--- src/rtl/rib_arb_pkg.sv ---
// Shared definitions for the RIB bus arbiter: FSM encoding, bus widths and
// the position of the slave-select field within an address.
package rib_arb_pkg;

  localparam int ADDR_W = 32;
  localparam int DATA_W = 32;
  localparam int SEL_HI = 31;
  localparam int SEL_LO = 28;
  localparam int SEL_W  = SEL_HI - SEL_LO + 1;
  localparam int TMO_W  = 16;

  typedef enum logic {
    ST_IDLE = 1'b0,
    ST_BUSY = 1'b1
  } state_e;

  // Slaves see a local address: the select field is cleared.
  function automatic logic [ADDR_W-1:0] strip_sel(input logic [ADDR_W-1:0] addr);
    return {{SEL_W{1'b0}}, addr[SEL_LO-1:0]};
  endfunction

endpackage

--- src/rtl/rib_arb_pick.sv ---
// Combinational winner selection: fixed priority order or round-robin
// starting at rr_ptr_i.
module rib_arb_pick
  import rib_arb_pkg::*;
#(
  parameter int NUM_M = 4,
  parameter int RR_MODE = 0,
  localparam int IDX_W = $clog2(NUM_M),
  parameter logic [NUM_M*IDX_W-1:0] PRIO_ORDER = {2'd3, 2'd0, 2'd2, 2'd1}
) (
  input  logic [NUM_M-1:0] req_i,
  input  logic [IDX_W-1:0] rr_ptr_i,
  output logic             vld_o,
  output logic [IDX_W-1:0] idx_o
);

  logic             fp_vld;
  logic [IDX_W-1:0] fp_idx;
  logic             rr_vld;
  logic [IDX_W-1:0] rr_idx;

  // Most significant field of PRIO_ORDER names the highest-priority master.
  always_comb begin
    logic [IDX_W-1:0] cand;
    cand   = '0;
    fp_vld = 1'b0;
    fp_idx = '0;
    for (int i = NUM_M - 1; i >= 0; i--) begin
      cand = PRIO_ORDER[i*IDX_W +: IDX_W];
      if (!fp_vld && (int'(cand) < NUM_M)) begin
        if (req_i[cand]) begin
          fp_vld = 1'b1;
          fp_idx = cand;
        end
      end
    end
  end

  always_comb begin
    int pos;
    pos    = 0;
    rr_vld = 1'b0;
    rr_idx = '0;
    for (int off = 0; off < NUM_M; off++) begin
      pos = (int'(rr_ptr_i) + off) % NUM_M;
      if (!rr_vld && req_i[pos]) begin
        rr_vld = 1'b1;
        rr_idx = IDX_W'(pos);
      end
    end
  end

  assign vld_o = (RR_MODE != 0) ? rr_vld : fp_vld;
  assign idx_o = (RR_MODE != 0) ? rr_idx : fp_idx;

endmodule

--- src/rtl/rib_arb.sv ---
// Multi-master to multi-slave RIB arbiter: one transaction at a time,
// slave chosen by addr[31:28], with decode-miss and timeout errors.
module rib_arb
  import rib_arb_pkg::*;
#(
  parameter int NUM_M = 4,
  parameter int NUM_S = 6,
  parameter int RR_MODE = 0,
  localparam int IDX_W = $clog2(NUM_M),
  parameter logic [NUM_M*IDX_W-1:0] PRIO_ORDER = {2'd3, 2'd0, 2'd2, 2'd1},
  parameter logic [NUM_M-1:0] HOLD_MASK = 4'b1101,
  parameter int TIMEOUT = 255
) (
  input  logic                    clk,
  input  logic                    rst,
  input  logic [NUM_M-1:0]        m_req_i,
  input  logic [NUM_M-1:0]        m_we_i,
  input  logic [NUM_M*ADDR_W-1:0] m_addr_i,
  input  logic [NUM_M*DATA_W-1:0] m_data_i,
  output logic [NUM_M*DATA_W-1:0] m_data_o,
  output logic [NUM_M-1:0]        m_ack_o,
  output logic [NUM_M-1:0]        m_err_o,
  output logic [NUM_S-1:0]        s_req_o,
  output logic [NUM_S-1:0]        s_we_o,
  output logic [NUM_S*ADDR_W-1:0] s_addr_o,
  output logic [NUM_S*DATA_W-1:0] s_data_o,
  input  logic [NUM_S*DATA_W-1:0] s_data_i,
  input  logic [NUM_S-1:0]        s_ack_i,
  output logic                    hold_flag_o
);

  state_e             state_q, state_d;
  logic [IDX_W-1:0]   gnt_q, gnt_d;
  logic [IDX_W-1:0]   rr_ptr_q, rr_ptr_d;
  logic [TMO_W-1:0]   tmo_q, tmo_d;

  logic               pick_vld;
  logic [IDX_W-1:0]   pick_idx;
  logic [IDX_W-1:0]   rr_next;

  logic               g_we;
  logic [ADDR_W-1:0]  g_addr;
  logic [DATA_W-1:0]  g_data;
  logic [SEL_W-1:0]   sel;
  logic               hit;
  logic               tgt_ack;
  logic [DATA_W-1:0]  tgt_rdata;

  logic [NUM_M-1:0]        ack_vec, err_vec;
  logic [NUM_M*DATA_W-1:0] mdata_vec;
  logic [NUM_S-1:0]        sreq_vec, swe_vec;
  logic [NUM_S*ADDR_W-1:0] saddr_vec;
  logic [NUM_S*DATA_W-1:0] sdata_vec;

  rib_arb_pick #(
    .NUM_M      (NUM_M),
    .RR_MODE    (RR_MODE),
    .PRIO_ORDER (PRIO_ORDER)
  ) u_pick (
    .req_i    (m_req_i),
    .rr_ptr_i (rr_ptr_q),
    .vld_o    (pick_vld),
    .idx_o    (pick_idx)
  );

  // Granted master's request fields.
  always_comb begin
    g_we   = 1'b0;
    g_addr = '0;
    g_data = '0;
    for (int k = 0; k < NUM_M; k++) begin
      if (gnt_q == IDX_W'(k)) begin
        g_we   = m_we_i[k];
        g_addr = m_addr_i[k*ADDR_W +: ADDR_W];
        g_data = m_data_i[k*DATA_W +: DATA_W];
      end
    end
  end

  assign sel = g_addr[SEL_HI:SEL_LO];
  assign hit = (int'(sel) < NUM_S);

  always_comb begin
    tgt_ack   = 1'b0;
    tgt_rdata = '0;
    for (int s = 0; s < NUM_S; s++) begin
      if (int'(sel) == s) begin
        tgt_ack   = s_ack_i[s];
        tgt_rdata = s_data_i[s*DATA_W +: DATA_W];
      end
    end
  end

  assign rr_next = (gnt_q == IDX_W'(NUM_M - 1)) ? '0 : gnt_q + IDX_W'(1);

  always_comb begin
    state_d   = state_q;
    gnt_d     = gnt_q;
    rr_ptr_d  = rr_ptr_q;
    tmo_d     = tmo_q;
    ack_vec   = '0;
    err_vec   = '0;
    mdata_vec = '0;
    sreq_vec  = '0;
    swe_vec   = '0;
    saddr_vec = '0;
    sdata_vec = '0;
    case (state_q)
      ST_IDLE: begin
        tmo_d = '0;
        if (pick_vld) begin
          gnt_d   = pick_idx;
          state_d = ST_BUSY;
        end
      end
      ST_BUSY: begin
        if (!hit) begin
          err_vec[gnt_q] = 1'b1;
          state_d        = ST_IDLE;
          tmo_d          = '0;
          rr_ptr_d       = rr_next;
        end else begin
          for (int s = 0; s < NUM_S; s++) begin
            if (int'(sel) == s) begin
              sreq_vec[s]                    = 1'b1;
              swe_vec[s]                     = g_we;
              saddr_vec[s*ADDR_W +: ADDR_W]  = strip_sel(g_addr);
              sdata_vec[s*DATA_W +: DATA_W]  = g_data;
            end
          end
          // An ack in the same cycle the count expires still wins.
          if (tgt_ack) begin
            ack_vec[gnt_q]                     = 1'b1;
            mdata_vec[gnt_q*DATA_W +: DATA_W]  = tgt_rdata;
            state_d                            = ST_IDLE;
            tmo_d                              = '0;
            rr_ptr_d                           = rr_next;
          end else if (tmo_q == TMO_W'(TIMEOUT)) begin
            err_vec[gnt_q] = 1'b1;
            state_d        = ST_IDLE;
            tmo_d          = '0;
            rr_ptr_d       = rr_next;
          end else begin
            tmo_d = tmo_q + TMO_W'(1);
          end
        end
      end
      default: state_d = ST_IDLE;
    endcase
  end

  always_ff @(posedge clk) begin
    if (rst) begin
      state_q  <= ST_IDLE;
      gnt_q    <= '0;
      rr_ptr_q <= '0;
      tmo_q    <= '0;
    end else begin
      state_q  <= state_d;
      gnt_q    <= gnt_d;
      rr_ptr_q <= rr_ptr_d;
      tmo_q    <= tmo_d;
    end
  end

  // Strobes are masked while rst is high so an aborted transfer stays silent.
  assign m_ack_o  = rst ? '0 : ack_vec;
  assign m_err_o  = rst ? '0 : err_vec;
  assign m_data_o = rst ? '0 : mdata_vec;
  assign s_req_o  = rst ? '0 : sreq_vec;
  assign s_we_o   = rst ? '0 : swe_vec;
  assign s_addr_o = saddr_vec;
  assign s_data_o = sdata_vec;

  assign hold_flag_o = |(m_req_i & HOLD_MASK);

endmodule

--- config.mk ---
export PLATFORM = sky130hd
export DESIGN_NAME = rib_arb
export DESIGN_NICKNAME = d
export VERILOG_FILES = /design/src/rtl/rib_arb_pkg.sv /design/src/rtl/rib_arb_pick.sv /design/src/rtl/rib_arb.sv
export SDC_FILE = /design/constraint.sdc
export NUM_CORES = 1
export LEC_CHECK = 0
export ABC_AREA = 1
export CAP_MARGIN = 20
export CORE_AREA = 5 5 384 386
export CTS_CLUSTER_DIAMETER = 60
export DETAILED_ROUTE_END_ITERATION = 10
export DIE_AREA = 0 0 389 391
export SYNTH_ARGS = -nofsm -noshare
export SYNTH_HDL_FRONTEND = slang
export SYNTH_SLANG_ARGS = --single-unit
--- constraint.sdc ---
create_clock -name clk -period 3.2 [get_ports clk]
set_input_delay 0.32 -clock clk [delete_from_list [all_inputs] [get_ports clk]]
set_output_delay 0.32 -clock clk [all_outputs]
set_load 0.05 [all_outputs]
==> results of run 1 <==
==> area by class of cell <==
cell class | count | area, um2
clock buffer | 3 | 75.1
inverter | 62 | 263
multi-input combinational | 1306 | 9620
timing repair buffer | 1319 | 19700
sequential | 19 | 385
antenna | 2 | 5.00
fill | 15294 | 111000
clock inverter | 1 | 7.51
tap | 1903 | 2380
==> worst paths after layout <==
kind / endpoint / depth (start not counted)
min reg2reg: tmo_q[0] / 1
max: m_data_o[93] / 21
max reg2reg: tmo_q[14] / 20
min: tmo_q[0] / 1
==> what timing repair did <==
action / in CTS / in global routing
gates cloned: 10 / 25
gates resized for setup: 313 / 369
setup buffers: 71 / 41
pin swaps: 134 / 99
setup endpoints to repair: 426 / 490
endpoints found under the hold margin: 0 / 0
==> metrics by stage <==
stage | hold WS (ns) | power, mW | instance area, um2 | utilization [%]
floorplan | 0.418 | 4.52 | 8630 | -
global placement | 0.429 | 10.5 | 27700 | 19.3
detailed placement | 0.444 | 10.6 | 27700 | 19.4
finish | 0.452 | 14.1 | 32400 | 22.6
global route | 0.486 | 14.7 | 32400 | 22.6
CTS | 0.453 | 12.6 | 30000 | 20.9
==> synth_stat cells, drive strengths merged, types with 2 or more instances <==
master	n
nor2	546
nand2	210
nand3	148
a21oi	126
o21ai	104
clkbuf	81
buf	75
a22oi	61
inv	60
nand4	44
dfxtp	19
or2	12
ha	8
nor3	7
xor2	5
nor4	4
nor3b	3
xnor2	3
clkinv	2
==> cell usage in the layout, fill, tap and decap left out, types with 3 or more instances in the layout <==
cell / synthesis / layout
a21oi_1: 126 / 89
a21oi_2: 0 / 21
a21oi_4: 0 / 16
a22oi_1: 61 / 61
buf_12: 0 / 589
buf_16: 0 / 23
buf_4: 26 / 131
buf_6: 0 / 69
buf_8: 0 / 23
clkbuf_16: 0 / 22
clkdlybuf4s50_1: 0 / 464
conb_1: 1 / 24
dfxtp_1: 19 / 17
ha_1: 8 / 4
ha_4: 0 / 4
inv_1: 52 / 45
inv_2: 8 / 9
inv_4: 0 / 3
nand2_1: 207 / 148
nand2_2: 3 / 37
nand2_4: 0 / 23
nand3_1: 145 / 66
nand3_2: 3 / 61
nand3_4: 0 / 21
nand4_1: 41 / 41
nand4_4: 0 / 3
nor2_1: 541 / 66
nor2_2: 3 / 229
nor2_4: 2 / 251
nor3_1: 7 / 7
nor3b_1: 3 / 3
nor4_1: 4 / 4
o21ai_0: 86 / 82
o21ai_1: 18 / 10
o21ai_2: 0 / 11
or2_2: 10 / 10
xnor2_1: 3 / 3
xor2_1: 5 / 5
==> sequential cells by signal, summed over array words and instances, names as in the netlist <==
signal   flops
tmo_q       16
gnt_q        2
state_q      1
==> critical path, delay by kind of cell, from the launching register on <==
family | cells | cell delay, ns
buf+inv | 9 | 1.27
simple gates | 10 | 0.96
flops | 1 | 0.34
fa+ha+maj | 1 | 0.18
compound gates | 1 | 0.11
==> routing by layer <==
metal | share of wire [%] | GRT usage [%]
met1 | 37 | 14.6
met3 | 5.7 | 2.06
met4 | 3.5 | 2.96
met5 | 0.011 | 0
met2 | 53 | 24.7
==> where the power goes <==
group | leakage (nW) | total (mW) | switching [mW] | internal (mW)
registers | 0.155 | 0.261 | 0.0105 | 0.251
logic | 11.2 | 13.6 | 8.12 | 5.44
clock network | 0.0371 | 0.267 | 0.0981 | 0.169
total | 11.4 | 14.1 | 8.23 | 5.86
==> logic make-up after synthesis <==
kind of cell             Yosys count  synth area share (%)
AO/OA/AOI/OAI                    292                  22.4
buffers and inverters            218                  13.3
XOR/XNOR                           8                 0.973
other                              1                0.0521
AND/OR/NAND/NOR                  974                  56.6
flip-flops                        19                  5.28
adder cells (fa/ha/maj)            8                  1.39
==> reports/summary.txt, run 1 <==
outcome = complete, but fails checks
failing checks = setup timing
EDFF count, synth = 0
Placer Congestion = 0.921
Leak = 11.4 nW
# rows = 139
Port Buf Inserts = 972
Yosys top cell by area = nor2_1
largest net degree at the start of global routing = 86
hold buffer count at cts = 0
WP data arrival = 3.12 ns
Post-Layout Cell Count = 4615
Synth cell types = 31
worst skew pair latency = 0.25 ns
max incr delay on CP = 0.34 ns
first-pass GRT wire length = 138000 um
worst r2r src = gnt_q[1]
CP endpoint kind = primary output
Die W = 389 um
via count = 16366
HPWL Detailed = 89600 um
CTS Buf Count = 3
area share of the largest cell type after synthesis = 28.2%
Max Buffers Root-to-Sink = 2
part of the cycle the worst path needs = 107%
total gr overflow = 0
antenna violations before repair = 13
Max Freq = 0.291 GHz
fin. max-slew vios = 0
Hold Crit Class = register to register
CTS clk-pin slew, worst paths = 0.06 ns
root buf cell = clkbuf_16
Initial Utilization = 5.03%
vias per std cell = 3.55
final worst slack = -0.239 ns
share of flip-flops with an asynchronous set or reset = 0%
Setup WS pre-CTS = -0.154 ns
maximum vdd drop = 331 uV
Final nets = 3183
post-synthesis cell count = 1520
mapped cell area = 7200 um2
WS Path Type = register to primary output
Setup Skew = 0.00922 ns
CTS tree = done
#FFs+latches synth = 19
Post-Route Setup TNS = -33.45 ns
actual slew at the worst max-slew pin = 0.991 ns
number of synthesis warnings = 0
DR pass1 iterations = 5
setup violators final = 356
Layout area overhead = 350%
pwr/cell area = 435 nW/um2
fraction of layout cells with a size suffix above 1 = 57.8%
min Tclk post-route = 3.44 ns
endpoints failing hold = 0
TritonCTS Sinks = 19
crit path max-delay cell type = dfxtp_2
CP Cell Sequence = buf_6 -> ha_4 -> buf_4 -> a21oi_2 -> nand2_1 -> nand2_2 -> nand2_4 -> buf_6 -> nor2_4 -> buf_6 -> buf_6 -> nand3_2 -> nand3_2 -> nor2_4 -> nand3_4 -> buf_6 -> nand3_4 -> clkbuf_16 -> buf_8 -> nor2_4 -> buf_12
placed insts = 4470
CP Max Fanout = 5
required time of the critical path = 2.88 ns
number of global-route vias before repair = 16485
DR iter-0 viols = 946
Max-Cap Viols = 0
die area = 152000 um2
die span in y = 391 um
R2R setup slack = 0.41 ns
cell mode on critical path = buf_6
mean post-synth cell area = 4.74 um2
core box area = 143000 um2
CTS H-tree depth = 1
CP Launch Type = register
Seq/Total Area, Yosys = 5.28%
main flop type after synthesis = dfxtp_1
DRC viols = 0
RSZ-0062 raised after global routing = yes
Detailed Route WL = 114000 um
most area-consuming cells after synthesis = nor2_1 (28%), nand2_1 (11%), nand3_1 (10%)
gr usage total = 12.8%
IO Pins = 997
Max-Slew Margin vs Limit = 33.9%
Antenna Violating Nets Remaining = 0
drt wl/cell = 24.8 um
Worst Setup SP = gnt_q[1]
HP Start = tmo_q[0]
No activity file was read; power rests on OpenSTA's default activity.
==> run 2, diff against run 1 <==
--- a/config.mk
+++ b/config.mk
@@ -7,10 +7,10 @@
 export LEC_CHECK = 0
 export ABC_AREA = 1
 export CAP_MARGIN = 20
-export CORE_AREA = 5 5 384 386
+export CORE_AREA = 2 2 392 394
 export CTS_CLUSTER_DIAMETER = 60
 export DETAILED_ROUTE_END_ITERATION = 10
-export DIE_AREA = 0 0 389 391
+export DIE_AREA = 0 0 394 396
 export SYNTH_ARGS = -nofsm -noshare
 export SYNTH_HDL_FRONTEND = slang
 export SYNTH_SLANG_ARGS = --single-unit
==> reports/summary.txt, run 2 (synthesis gave the netlist of run 1 again) <==
final instance area = 30000 um2 (-7.3%)
WS Path Type = register to primary output
first-pass GRT wire length = 138000 um (+0.40%)
register area = 385 um2 (unchanged)
worst skew pair latency = 0.25 ns (about the same)
CTS Buf Count = 3 (unchanged)
setup violators final = 83 (-77%)
drt wl/cell = 22.9 um (-7.6%)
CTS H-tree depth = 1 (unchanged)
CTS tree = done
HPWL Detailed = 90700 um (+1.2%)
Worst Setup SP = gnt_q[0]
CP Launch Type = register
Max-Cap Viols = 0 (unchanged)
maximum vdd drop = 334 uV (+1.1%)
core box area = 152000 um2 (+5.9%)
WP data arrival = 2.98 ns (-0.14 ns)
number of global-route vias before repair = 15946 (-3.3%)
worst r2r src = gnt_q[0]
# rows = 143 (+2.9%)
TritonCTS Sinks = 19 (unchanged)
die span in y = 396 um (+1.3%)
Placer Congestion = 0.982 (+6.6%)
Port Buf Inserts = 972 (unchanged)
biggest regs = tmo_q: 16 flops, gnt_q: 2 flops, state_q: 1 flops
total gr overflow = 0 (unchanged)
Top reg by flops = tmo_q
Max Freq = 0.303 GHz (+4.1%)
Setup Skew = 0.00293 ns (-0.00629 ns)
vias per std cell = 3.35 (-5.6%)
Leak = 10.7 nW (-6.6%)
outcome = complete, but fails checks
Worst Setup EP = m_data_o[51]
Post-Layout Cell Count = 4695 (+1.7%)
commonest non-fill, non-tap cells in the layout = buf_12 (583), clkdlybuf4s50_1 (464), nor2_2 (277)
DRC viols = 0 (unchanged)
Hold Crit Class = register to register
Util after Layout = 19.8% (-2.8 points)
multi-input combinational cell area = 8330 um2 (-13%)
IO Pins = 997 (unchanged)
part of the cycle the worst path needs = 103% (-4.2 points)
final worst slack = -0.103 ns (+0.136 ns)
reg-to-reg endpoint = tmo_q[9]
CTS clk-pin slew, worst paths = 0.06 ns (about the same)
required time of the critical path = 2.88 ns (about the same)
pwr/cell area = 408 nW/um2 (-6.3%)
fin. max-slew vios = 0 (unchanged)
antenna violations before repair = 19 (+6)
R2R depth = 16 (-20%)
Max Buffers Root-to-Sink = 2 (unchanged)
Detailed Route WL = 108000 um (-6.0%)
Placed Instance Area = 27900 um2 (+0.74%)
largest net degree at the start of global routing = 73 (-15%)
root buf cell = clkbuf_16
via count = 15713 (-4.0%)
min Tclk post-route = 3.30 ns (-0.136 ns)
CP Max Fanout = 8 (+3)
CP endpoint kind = primary output
commonest non-fill, non-tap cell in the layout = buf_12
failing checks = setup timing
die area = 156000 um2 (+2.6%)
DR iter-0 viols = 883 (-6.7%)
endpoints failing hold = 0 (unchanged)
fillcell total = 16680 (+9.1%)
placed insts = 4614 (+3.2%)
Max-Slew Margin vs Limit = 36.7% (+2.8 points)
R2R setup slack = 0.78 ns (+0.37 ns)
HP Start = tmo_q[0]
Final nets = 3132 (-1.6%)
actual slew at the worst max-slew pin = 0.949 ns (-0.0420 ns)
fraction of layout cells with a size suffix above 1 = 52.0% (-5.8 points)
max FFs per register = 16 (unchanged)
Initial Utilization = 4.75% (-0.28 points)
gr usage total = 12.7% (-0.068 points)
Layout area overhead = 317%
Antenna Violating Nets Remaining = 0 (unchanged)
DR pass1 iterations = 5 (unchanged)
RSZ-0062 raised after global routing = yes
Die W = 394 um (+1.3%)
==> run 2: final cells by class <==
type	instances	share of cell area (%)
well taps	2030	8.46
clock buffers	3	0.250
clock inverters	1	0.0167
inverters	62	0.850
repair buffers	1268	61.4
multi-input cells	1306	27.7
flip-flops and latches	19	1.28
diodes	6	0.0500
==> run 2: power breakdown <==
| group | leakage [nW] | switching, mW | internal [mW] | total [mW] |
|---|---|---|---|---|
| Combinational | 10.5 | 7.10 | 4.62 | 11.7 |
| Clock | 0.0409 | 0.0941 | 0.168 | 0.262 |
| Sequential | 0.155 | 0.0140 | 0.251 | 0.265 |
| Total | 10.7 | 7.21 | 5.04 | 12.2 |
==> run 2: repair_timing <==
action | 4_1_cts | 5_1_grt
resized for setup | 202 | 109
hold buffers | 0 | 0
buffers inserted | 45 | 19
endpoints found under the setup margin | 430 | 336
cloned | 7 | 5
hold endpoints to repair | 0 | 0
pin swaps | 71 | 69
==> run 2: worst min path at each step <==
stage	to	depth (start not counted)
after floorplan	tmo_q[0]	1
after detailed placement	tmo_q[0]	1
final	tmo_q[0]	1
after global placement	tmo_q[0]	1
after global routing	tmo_q[0]	1
after CTS	tmo_q[0]	1
==> run 2: through the flow <==
step	total power [mW]	worst slack [ns]	hold slack, ns	setup TNS [ns]
after global placement	10.8	-0.722	0.429	-9.19
final	12.2	-0.103	0.457	-2.99
after floorplan	4.52	-0.215	0.418	-32.83
after detailed placement	10.8	-0.699	0.451	-6.97
after global routing	12.8	-0.222	0.500	-20.62
after CTS	12.0	-0.0923	0.463	-2.35
==> run 2: critical path, cell delays in order, from the launching register on <==
cell and delay, ns:
dfxtp_2 0.34, buf_6 0.13, ha_4 0.20, inv_2 0.08
nand3_1 0.08, nand2_1 0.07, nand2_1 0.04, nand2_1 0.05
nand2_1 0.12, nor2_2 0.26, nand2_4 0.10, inv_6 0.09
buf_12 0.14, buf_12 0.16, nand2_4 0.05, nand4_1 0.16
nand4_1 0.25, nor2_4 0.23, buf_12 0.15
==> run 2: layer usage <==
layer  wire length (um)  track usage, %  vias up
met3               5030            1.58      142
met2              56400            24.0      769
li1                   -               -     7260
met5                 13               0        -
met4               5020            4.37        2
met1              41100            14.6     7540
